<file path="src/rtl/apb_rr_master.sv">
// Purpose: APB4 master sharing one slave between NUM_REQ requesters with round-robin arbitration.
// Latency: req_valid seen at edge N -> req_ack in N+1 (SETUP), ACCESS in N+2, rsp_valid in N+3 with zero waits.
// Backpressure: PREADY low stretches ACCESS; TIMEOUT_CYCLES consecutive waits force an error completion.

`ifndef APB_ADDR_WIDTH
`define APB_ADDR_WIDTH 12
`endif
`ifndef APB_DATA_WIDTH
`define APB_DATA_WIDTH 32
`endif
`ifndef APB_STRB_WIDTH
`define APB_STRB_WIDTH 4
`endif
`ifndef APB_PROT_WIDTH
`define APB_PROT_WIDTH 3
`endif

module apb_rr_master #(
   parameter int NUM_REQ        = 2,
   parameter int ADDR_WIDTH     = `APB_ADDR_WIDTH,
   parameter int DATA_WIDTH     = `APB_DATA_WIDTH,
   parameter int STRB_WIDTH     = `APB_STRB_WIDTH,
   parameter int PROT_WIDTH     = `APB_PROT_WIDTH,
   parameter int TIMEOUT_CYCLES = 16
) (
   input  logic                           PCLK,
   input  logic                           PRESET,
   input  logic [NUM_REQ-1:0]             req_valid,
   input  logic [NUM_REQ-1:0]             req_write,
   input  logic [NUM_REQ*ADDR_WIDTH-1:0]  req_addr,
   input  logic [NUM_REQ*DATA_WIDTH-1:0]  req_wdata,
   input  logic [NUM_REQ*STRB_WIDTH-1:0]  req_strb,
   input  logic [NUM_REQ*PROT_WIDTH-1:0]  req_prot,
   output logic [NUM_REQ-1:0]             req_ack,
   output logic [NUM_REQ-1:0]             rsp_valid,
   output logic [DATA_WIDTH-1:0]          rsp_rdata,
   output logic                           rsp_err,
   output logic                           PSEL,
   output logic                           PENABLE,
   output logic                           PWRITE,
   output logic [ADDR_WIDTH-1:0]          PADDR,
   output logic [DATA_WIDTH-1:0]          PWDATA,
   output logic [STRB_WIDTH-1:0]          PSTRB,
   output logic [PROT_WIDTH-1:0]          PPROT,
   input  logic [DATA_WIDTH-1:0]          PRDATA,
   input  logic                           PREADY,
   input  logic                           PSLVERR
);

   localparam int PW = (NUM_REQ > 1) ? $clog2(NUM_REQ) : 1;
   localparam int CW = $clog2(TIMEOUT_CYCLES + 2);

   typedef enum logic [1:0] {IDLE, SETUP, ACCESS} state_t;

   state_t                  state, state_n;
   logic [PW-1:0]           ptr, ptr_n, owner, owner_n, win;
   logic [CW-1:0]           tcnt, tcnt_n;
   logic                    found, grant, complete, timeout_hit;
   logic                    psel_n, pen_n, pwrite_n, err_n;
   logic [ADDR_WIDTH-1:0]   paddr_n;
   logic [DATA_WIDTH-1:0]   pwdata_n, rdata_n;
   logic [STRB_WIDTH-1:0]   pstrb_n;
   logic [PROT_WIDTH-1:0]   pprot_n;
   logic [NUM_REQ-1:0]      ack_n, rspv_n;

   // Completion happens on PREADY, or on the wait that would reach the timeout limit.
   assign timeout_hit = (TIMEOUT_CYCLES > 0) && !PREADY && (tcnt == CW'(TIMEOUT_CYCLES - 1));
   assign complete    = (state == ACCESS) && (PREADY || timeout_hit);
   assign grant       = found && ((state == IDLE) || complete);

   // Round-robin scan: first valid requester at or above the pointer, wrapping.
   always_comb begin : arb
      int idx;
      found = 1'b0;
      win   = '0;
      idx   = 0;
      for (int k = 0; k < NUM_REQ; k++) begin
         idx = int'(ptr) + k;
         if (idx >= NUM_REQ) idx = idx - NUM_REQ;
         if (!found && req_valid[PW'(idx)]) begin
            found = 1'b1;
            win   = PW'(idx);
         end
      end
   end

   // Next state and next values of every registered output.
   always_comb begin
      state_n  = state;
      psel_n   = PSEL;
      pen_n    = PENABLE;
      pwrite_n = PWRITE;
      paddr_n  = PADDR;
      pwdata_n = PWDATA;
      pstrb_n  = PSTRB;
      pprot_n  = PPROT;
      ack_n    = '0;
      rspv_n   = '0;
      rdata_n  = rsp_rdata;
      err_n    = rsp_err;
      ptr_n    = ptr;
      owner_n  = owner;
      tcnt_n   = tcnt;
      case (state)
         IDLE: begin
            psel_n = 1'b0;
            pen_n  = 1'b0;
         end
         SETUP: begin
            state_n = ACCESS;
            pen_n   = 1'b1;
         end
         ACCESS: begin
            if (complete) begin
               rspv_n[owner] = 1'b1;
               rdata_n       = (PREADY && !PWRITE) ? PRDATA : '0;
               err_n         = PREADY ? PSLVERR : 1'b1;
               state_n       = IDLE;
               psel_n        = 1'b0;
               pen_n         = 1'b0;
            end else begin
               tcnt_n = tcnt + CW'(1);
            end
         end
         default: state_n = IDLE;
      endcase
      // A new winner can be taken from IDLE or on the completion edge itself.
      if (grant) begin
         state_n     = SETUP;
         psel_n      = 1'b1;
         pen_n       = 1'b0;
         pwrite_n    = req_write[win];
         paddr_n     = req_addr[win*ADDR_WIDTH +: ADDR_WIDTH];
         pwdata_n    = req_wdata[win*DATA_WIDTH +: DATA_WIDTH];
         // Reads carry zero strobes; the slave rejects anything else.
         pstrb_n     = req_write[win] ? req_strb[win*STRB_WIDTH +: STRB_WIDTH] : '0;
         pprot_n     = req_prot[win*PROT_WIDTH +: PROT_WIDTH];
         ack_n[win]  = 1'b1;
         ptr_n       = (win == PW'(NUM_REQ - 1)) ? '0 : win + PW'(1);
         owner_n     = win;
         tcnt_n      = '0;
      end
   end

   // FSM state register.
   always_ff @(posedge PCLK or posedge PRESET) begin
      if (PRESET) state <= IDLE;
      else        state <= state_n;
   end

   // Registered outputs, arbitration pointer, owner and wait counter.
   always_ff @(posedge PCLK or posedge PRESET) begin
      if (PRESET) begin
         PSEL      <= 1'b0;
         PENABLE   <= 1'b0;
         PWRITE    <= 1'b0;
         PADDR     <= '0;
         PWDATA    <= '0;
         PSTRB     <= '0;
         PPROT     <= '0;
         req_ack   <= '0;
         rsp_valid <= '0;
         rsp_rdata <= '0;
         rsp_err   <= 1'b0;
         ptr       <= '0;
         owner     <= '0;
         tcnt      <= '0;
      end else begin
         PSEL      <= psel_n;
         PENABLE   <= pen_n;
         PWRITE    <= pwrite_n;
         PADDR     <= paddr_n;
         PWDATA    <= pwdata_n;
         PSTRB     <= pstrb_n;
         PPROT     <= pprot_n;
         req_ack   <= ack_n;
         rsp_valid <= rspv_n;
         rsp_rdata <= rdata_n;
         rsp_err   <= err_n;
         ptr       <= ptr_n;
         owner     <= owner_n;
         tcnt      <= tcnt_n;
      end
   end

endmodule

</file>
<file path="config.mk">
export PLATFORM = sky130hd
export DESIGN_NAME = apb_rr_master
export DESIGN_NICKNAME = d
export VERILOG_FILES = /design/src/rtl/apb_rr_master.sv
export SDC_FILE = /design/constraint.sdc
export NUM_CORES = 1
export LEC_CHECK = 0
export BUFFER_PORTS_ARGS = -buffer_cell sky130_fd_sc_hd__buf_2
export CAP_MARGIN = 20
export CORE_MARGIN = 1.5
export CORE_UTILIZATION = 51
export CTS_BUF_LIST = sky130_fd_sc_hd__clkbuf_2
export DETAILED_ROUTE_END_ITERATION = 10
export GPL_ROUTABILITY_DRIVEN = 0
export PLACE_DENSITY = 0.85
export SKIP_LAST_GASP = 1
export SLEW_MARGIN = 15
export SYNTH_ARGS = -nofsm -noshare
export SYNTH_HDL_FRONTEND = slang
export SYNTH_SLANG_ARGS = --single-unit
</file>
<file path="constraint.sdc">
create_clock -name PCLK -period 7.2 [get_ports PCLK]
set_input_delay 0.36 -clock PCLK [delete_from_list [all_inputs] [get_ports PCLK]]
set_output_delay 0.36 -clock PCLK [all_outputs]
set_load 0.005 [all_outputs]
</file>
==> flow_summary.toml, run 1 <==
[status]
status = "finished clean"

[die]
die_w_um = 97.7
start_util = 0.524
coreArea_um2 = 8720
row_count = 34
dieArea_um2 = 9540
top_level_ports = 233
die_y_um = 97.7

[clock_tree]
cts_tree = "yes"
cts_hold_buf = 25
clk_pin_slew_worst_paths_ps = 260
cts_root_buf = "clkbuf_2"
ctsResizeCount = 0
clkSinkCount = 100
clk_path_buf_depth = 2
postCtsSetupRepairBufs = 0
clock_latency_ps = 520
numCtsBuffers = 9
cts_max_level = 3

[routing]
drt-pass1-iter-count = 4
post-route-drc-count = 0
routed_wl_um = 12300
ant_nets = 0
vias = 4285
wl_per_cell_um = 15.7
via_per_inst = 5.47
drt_iter0_markers = 155

[finish]
diodes = 0
fin_nets = 816
syn2layout_area_growth_pct = 33.8
final_cells = 784
drive_gt1_frac = 0.389

[setup_path]
reg2reg_slack_ps = 3800
r2r-end = "owner"
cp-end-kind = "flop"
worstRegToRegCells = 8
arrival_ps = 3840
critPathMaxFanout = 57
crit_buf_inv = 2
cp_slowest_stage_delay_ps = 770
critPathKind = "reg2reg"
crit_slowest_cell = "or2_1"
path_cells = "ha_1 > and3_1 > ha_1 > nor3b_4 > buf_4 > or2_1 > buf_4 > mux2_2"
r2r_start = "tcnt[1]"
crit_family = "simple AND/OR/NAND/NOR gates"
critPathLaunchType = "flop"
required_ps = 7640

[yosys]
synth_top_family_by_area = "compound AO/OA/AOI/OAI gates"
yosysWarnings = 0
ys_types = 29
synthMuxAreaShare = 0.121
ys_seq_area_frac = 0.547
synth_xor_area_frac = 0.00192
synthAdderAreaFrac = 0.00547
syn_inst = 440
synth-simple-area-share = 0.0558
synth_area_um2 = 4570
synth_top_cell_area_share = 0.547
synth_compound_area_frac = 0.220
syn_nets = 584
avgSynthCellArea_um2 = 10.4
synth_area_leaders = "dfrtp_1, o21ai_0, mux2i_1"
synth_top_area_cell = "dfrtp_1"
ys_ff_latch = 100

[sta]
fin_crit_ps = 3400
setup_viol = 0
tns_ps = 0
fmax_mhz = 294
rsz0062_at_grt = "no"
hold_viol_final = 0
timing.final.crit_share = 0.472
tightestPinTransition_ps = 1040
maxSlewViolCount = 0
max-slew-margin-rel = 0.306
finalClockSkew_ps = 33.7

[pwr]
leakage_nw = 3.14
p_per_area_nw_per_um2 = 345
ir_drop_mv = 0.175

[hold_path]
worstHoldStart = "PRDATA[4]"
whs_path_depth = 3
hold_path.class = "in2reg"
whs_endpoint = "rsp_rdata[4]"

[grt]
antenna_found_initial = 0
grt_use_total = 0.257
grt_pass1_wl_um = 19900
grt_pass1_vias = 4229
grt_max_degree = 68
grt-ovfl-total = 0

[placed_design]
portBuffers = 231
dp_cells = 741
hpwl_um = 8210

[flow_run]
drv_cap = 0
registers in the layout, indices dropped and copies added, names as in the netlist:
signal	cells
owner	1
PADDR	12
PWRITE	1
rsp_valid	2
rsp_rdata	32
ptr	1
PPROT	3
state	2
req_ack	2
PENABLE	1
rsp_err	1
tcnt	5
PSTRB	4
PSEL	1
PWDATA	32
synth_stat cells:
library cell / number
a21boi_1: 1
a21oi_1: 2
a21oi_2: 1
and2_1: 2
and3_1: 1
buf_2: 12
buf_6: 4
clkbuf_1: 27
dfrtp_1: 100
ha_1: 2
inv_1: 4
mux2_2: 2
mux2i_1: 53
nand2_1: 34
nand2b_1: 3
nand3_1: 4
nand4bb_1: 1
nor2_1: 3
nor2b_1: 1
nor3_1: 1
nor3b_2: 1
o21ai_0: 128
o21ai_1: 12
o21bai_1: 1
o31ai_1: 36
or2_1: 1
or2b_1: 1
or4b_1: 1
xnor2_1: 1
tightest hold or removal path, cell delays in order:
cell     delay, ps
buf_2          100
nand2_1         60
o31ai_1         70
area by class of cell:
cell class	count	area, um^2
clock buffers	10	50.0
fillers	659	2610
inverters	4	17.5
clock inverters	5	38.8
well taps	108	135
multi-input cells	293	1870
repair buffers	264	1500
flip-flops and latches	100	2500
metrics by stage:
stage / cell area [um^2] / utilization / hold slack [ps] / total power (W) / worst slack, ps
after detailed placement: 5730 / 0.657 / 437 / 0.00187 / 3750
after floorplan: 4570 / - / 421 / 0.00147 / 4220
after global routing: 6110 / 0.701 / 7.83 / 0.00228 / 3540
after CTS: 6060 / 0.695 / 0.530 / 0.00211 / 3760
final: 6110 / 0.701 / 87.0 / 0.00211 / 3800
after global placement: 5710 / 0.655 / 425 / 0.00181 / 3810
layer usage:
layer / part of all wire / vias up / track usage
met5: 0 / - / 0
met4: 0.015 / 0 / 0.0956
met3: 0.074 / 17 / 0.0532
met2: 0.49 / 191 / 0.433
met1: 0.42 / 2032 / 0.328
li1: - / 2045 / -
where the power goes:
group          switching, W  total (W)  internal [W]
sequential         0.000154   0.000972      0.000817
clock              0.000184   0.000231     0.0000473
combinational      0.000478   0.000909      0.000431
cells in the final DEF, fill, tap and decap left out, types with 3 or more instances in the layout:
master         count
buf_2            231
o21ai_0          128
dfrtp_1           99
mux2i_1           53
o31ai_1           36
nand2_1           34
dlygate4sd3_1     26
o21ai_1           12
clkbuf_2          10
nand3_1            4
buf_4              4
inv_1              3
worst max-delay path by stage:
stage / endpoint / cells past startpoint / startpoint / slack [ps]
floorplan: PADDR[0] / 1 / PRESET / 4220
global placement: owner / 8 / tcnt[0] / 3810
detailed placement: owner / 8 / tcnt[0] / 3750
CTS: owner / 8 / tcnt[0] / 3760
global route: owner / 8 / tcnt[0] / 3540
finish: owner / 8 / tcnt[1] / 3800
logic make-up (layout without fill, tap and decap cells):
logic type                 count (synthesis)  after routing
AOI/OAI and AO/OA                        181            181
buffers and inverters                     47            283
DFF                                      100            100
xor gates and xnor gates                   1              1
and+or+nand+nor                           54             54
muxes                                     55             55
adders and majority gates                  2              2
Note: power is estimated with default switching activity, not from simulation.
==> run 2: changes to the inputs <==
--- a/config.mk
+++ b/config.mk
@@ -8,11 +8,11 @@
 export BUFFER_PORTS_ARGS = -buffer_cell sky130_fd_sc_hd__buf_2
 export CAP_MARGIN = 20
 export CORE_MARGIN = 1.5
-export CORE_UTILIZATION = 51
+export CORE_UTILIZATION = 47
 export CTS_BUF_LIST = sky130_fd_sc_hd__clkbuf_2
 export DETAILED_ROUTE_END_ITERATION = 10
 export GPL_ROUTABILITY_DRIVEN = 0
-export PLACE_DENSITY = 0.85
+export PLACE_DENSITY = 0.79
 export SKIP_LAST_GASP = 1
 export SLEW_MARGIN = 15
 export SYNTH_ARGS = -nofsm -noshare
==> constraint.sdc (replaced) <==
create_clock -name PCLK -period 3.3 [get_ports PCLK]
set_input_delay 0.165 -clock PCLK [delete_from_list [all_inputs] [get_ports PCLK]]
set_output_delay 0.165 -clock PCLK [all_outputs]
set_load 0.005 [all_outputs]
==> flow_summary.toml, run 2 (same netlist as run 1, synthesis figures left out) <==
[grt]
grt_use_total = 0.312
grt_pass1_vias = 5094
grt_max_degree = 89
antenna_found_initial = 1
grt_pass1_wl_um = 24900
grt-ovfl-total = 0

[setup_path]
cp-end-kind = "flop"
critPathLaunchType = "flop"
critPathMaxFanout = 32
reg2reg_slack_ps = 810
arrival_ps = 2880
r2r_start = "ptr"
worstRegToRegCells = 4
critPathKind = "reg2reg"
required_ps = 3690
r2r-end = "PWDATA[30]"

[sta]
tightestPinTransition_ps = 777
setup_viol = 0
fmax_mhz = 401
fin_ws_ps = 806
maxSlewViolCount = 0
rsz0062_at_grt = "no"
max-slew-margin-rel = 0.482
hold_viol_final = 0
finalClockSkew_ps = 44.6
hold_slack_ps = 71.4
tns_ps = 0
timing.final.crit_share = 0.756
fin_crit_ps = 2490

[routing]
drt_iter0_markers = 282
routed_wl_um = 16200
vias = 5052
post-route-drc-count = 0
drt-pass1-iter-count = 6
ant_nets = 0
wl_per_cell_um = 17.7
via_per_inst = 5.50

[finish]
reg_top3 = "PWDATA x32, rsp_rdata x32, PADDR x12"
final_common_cell = "buf_2"
final_cell_mix = "buf_2, dlygate4sd3_1, o21ai_0"
syn2layout_area_growth_pct = 58.5
finalInstanceArea_um2 = 7240
regArea_um2 = 2500
multi_input_area_um2 = 1870
n_fill_cell = 583
fin_nets = 928
drive_gt1_frac = 0.331

[clock_tree]
cts_hold_buf = 137
cts_root_buf = "clkbuf_2"
numCtsBuffers = 9
clkSinkCount = 100
clock_latency_ps = 530
ctsResizeCount = 0
postCtsSetupRepairBufs = 0
clk_path_buf_depth = 2
cts_tree = "yes"
clk_pin_slew_worst_paths_ps = 270
cts_max_level = 3

[pwr]
power.switching_w = 0.00196
total_power_w = 0.00511
p_int_w = 0.00315
leakage_nw = 3.59
p_sw_frac = 0.384
ir_drop_mv = 0.427
combPwrFrac = 0.467
p_seq_frac = 0.426
p_per_area_nw_per_um2 = 705
p_clk_frac = 0.108

[die]
die_w_um = 102
dieArea_um2 = 10300
start_util = 0.490
coreArea_um2 = 9330
die_y_um = 102
top_level_ports = 233
row_count = 35

[status]
status = "finished clean"

[flow_run]
drv_cap = 0

[hold_path]
whs_path_depth = 3
whs_endpoint = "PWRITE"
hold_path.class = "in2reg"
worstHoldStart = "req_write[0]"

[placed_design]
dp_slack_ps = 919
portBuffers = 231
post_dp_cell_area_um2 = 5770
hpwl_um = 7980
-- run 2: final cells by class --
type | instances | area share
Timing Repair Buffer | 376 | 0.357
Sequential cell | 100 | 0.346
Multi-Input combinational cell | 293 | 0.258
Tap cell | 129 | 0.0223
Clock inverter | 6 | 0.00777
Clock buffer | 9 | 0.00622
Inverter | 4 | 0.00276
Antenna cell | 1 | 0.000345
-- run 2: worst max path at each step --
stage,start,end,slack (ps),depth (start not counted)
floorplan,PRESET,PADDR[0],520,1
global placement,tcnt[0],PADDR[0],990,7
detailed placement,tcnt[0],PWDATA[25],920,7
CTS,tcnt[0],PWDATA[30],910,7
global route,tcnt[0],PADDR[11],640,7
finish,ptr,PWDATA[30],810,4
-- run 2: stage by stage --
stage	instances	util
global route	918	0.777
CTS	917	0.776
finish	918	0.777
detailed placement	765	0.618
floorplan	440	-
global placement	765	0.618
-- run 2: power groups by stage --
stage / combinational (W) / sequential, W / clock, W
5_1_grt: 0.00260 / 0.00224 / 0.000601
6_report: 0.00238 / 0.00217 / 0.000549
3_5_place_dp: 0.00193 / 0.00214 / 0
4_1_cts: 0.00226 / 0.00212 / 0.000567
3_3_place_gp: 0.00186 / 0.00212 / 0
2_1_floorplan: 0.00108 / 0.00212 / 0
-- run 2: worst max-delay path: stages (launching register included) --
cell and delay [ps]:
dfrtp_2 810, buf_4 570, mux2i_1 280, dlygate4sd3_1 590, o21ai_0 90
-- run 2: layer usage --
| metal | up-vias | share of wire | GRT usage |
|---|---|---|---|
| met4 | 0 | 0.044 | 0.160 |
| met1 | 2416 | 0.37 | 0.356 |
| li1 | 2258 | - | - |
| met2 | 314 | 0.50 | 0.543 |
| met3 | 64 | 0.086 | 0.0766 |
| met5 | - | 0 | 0 |
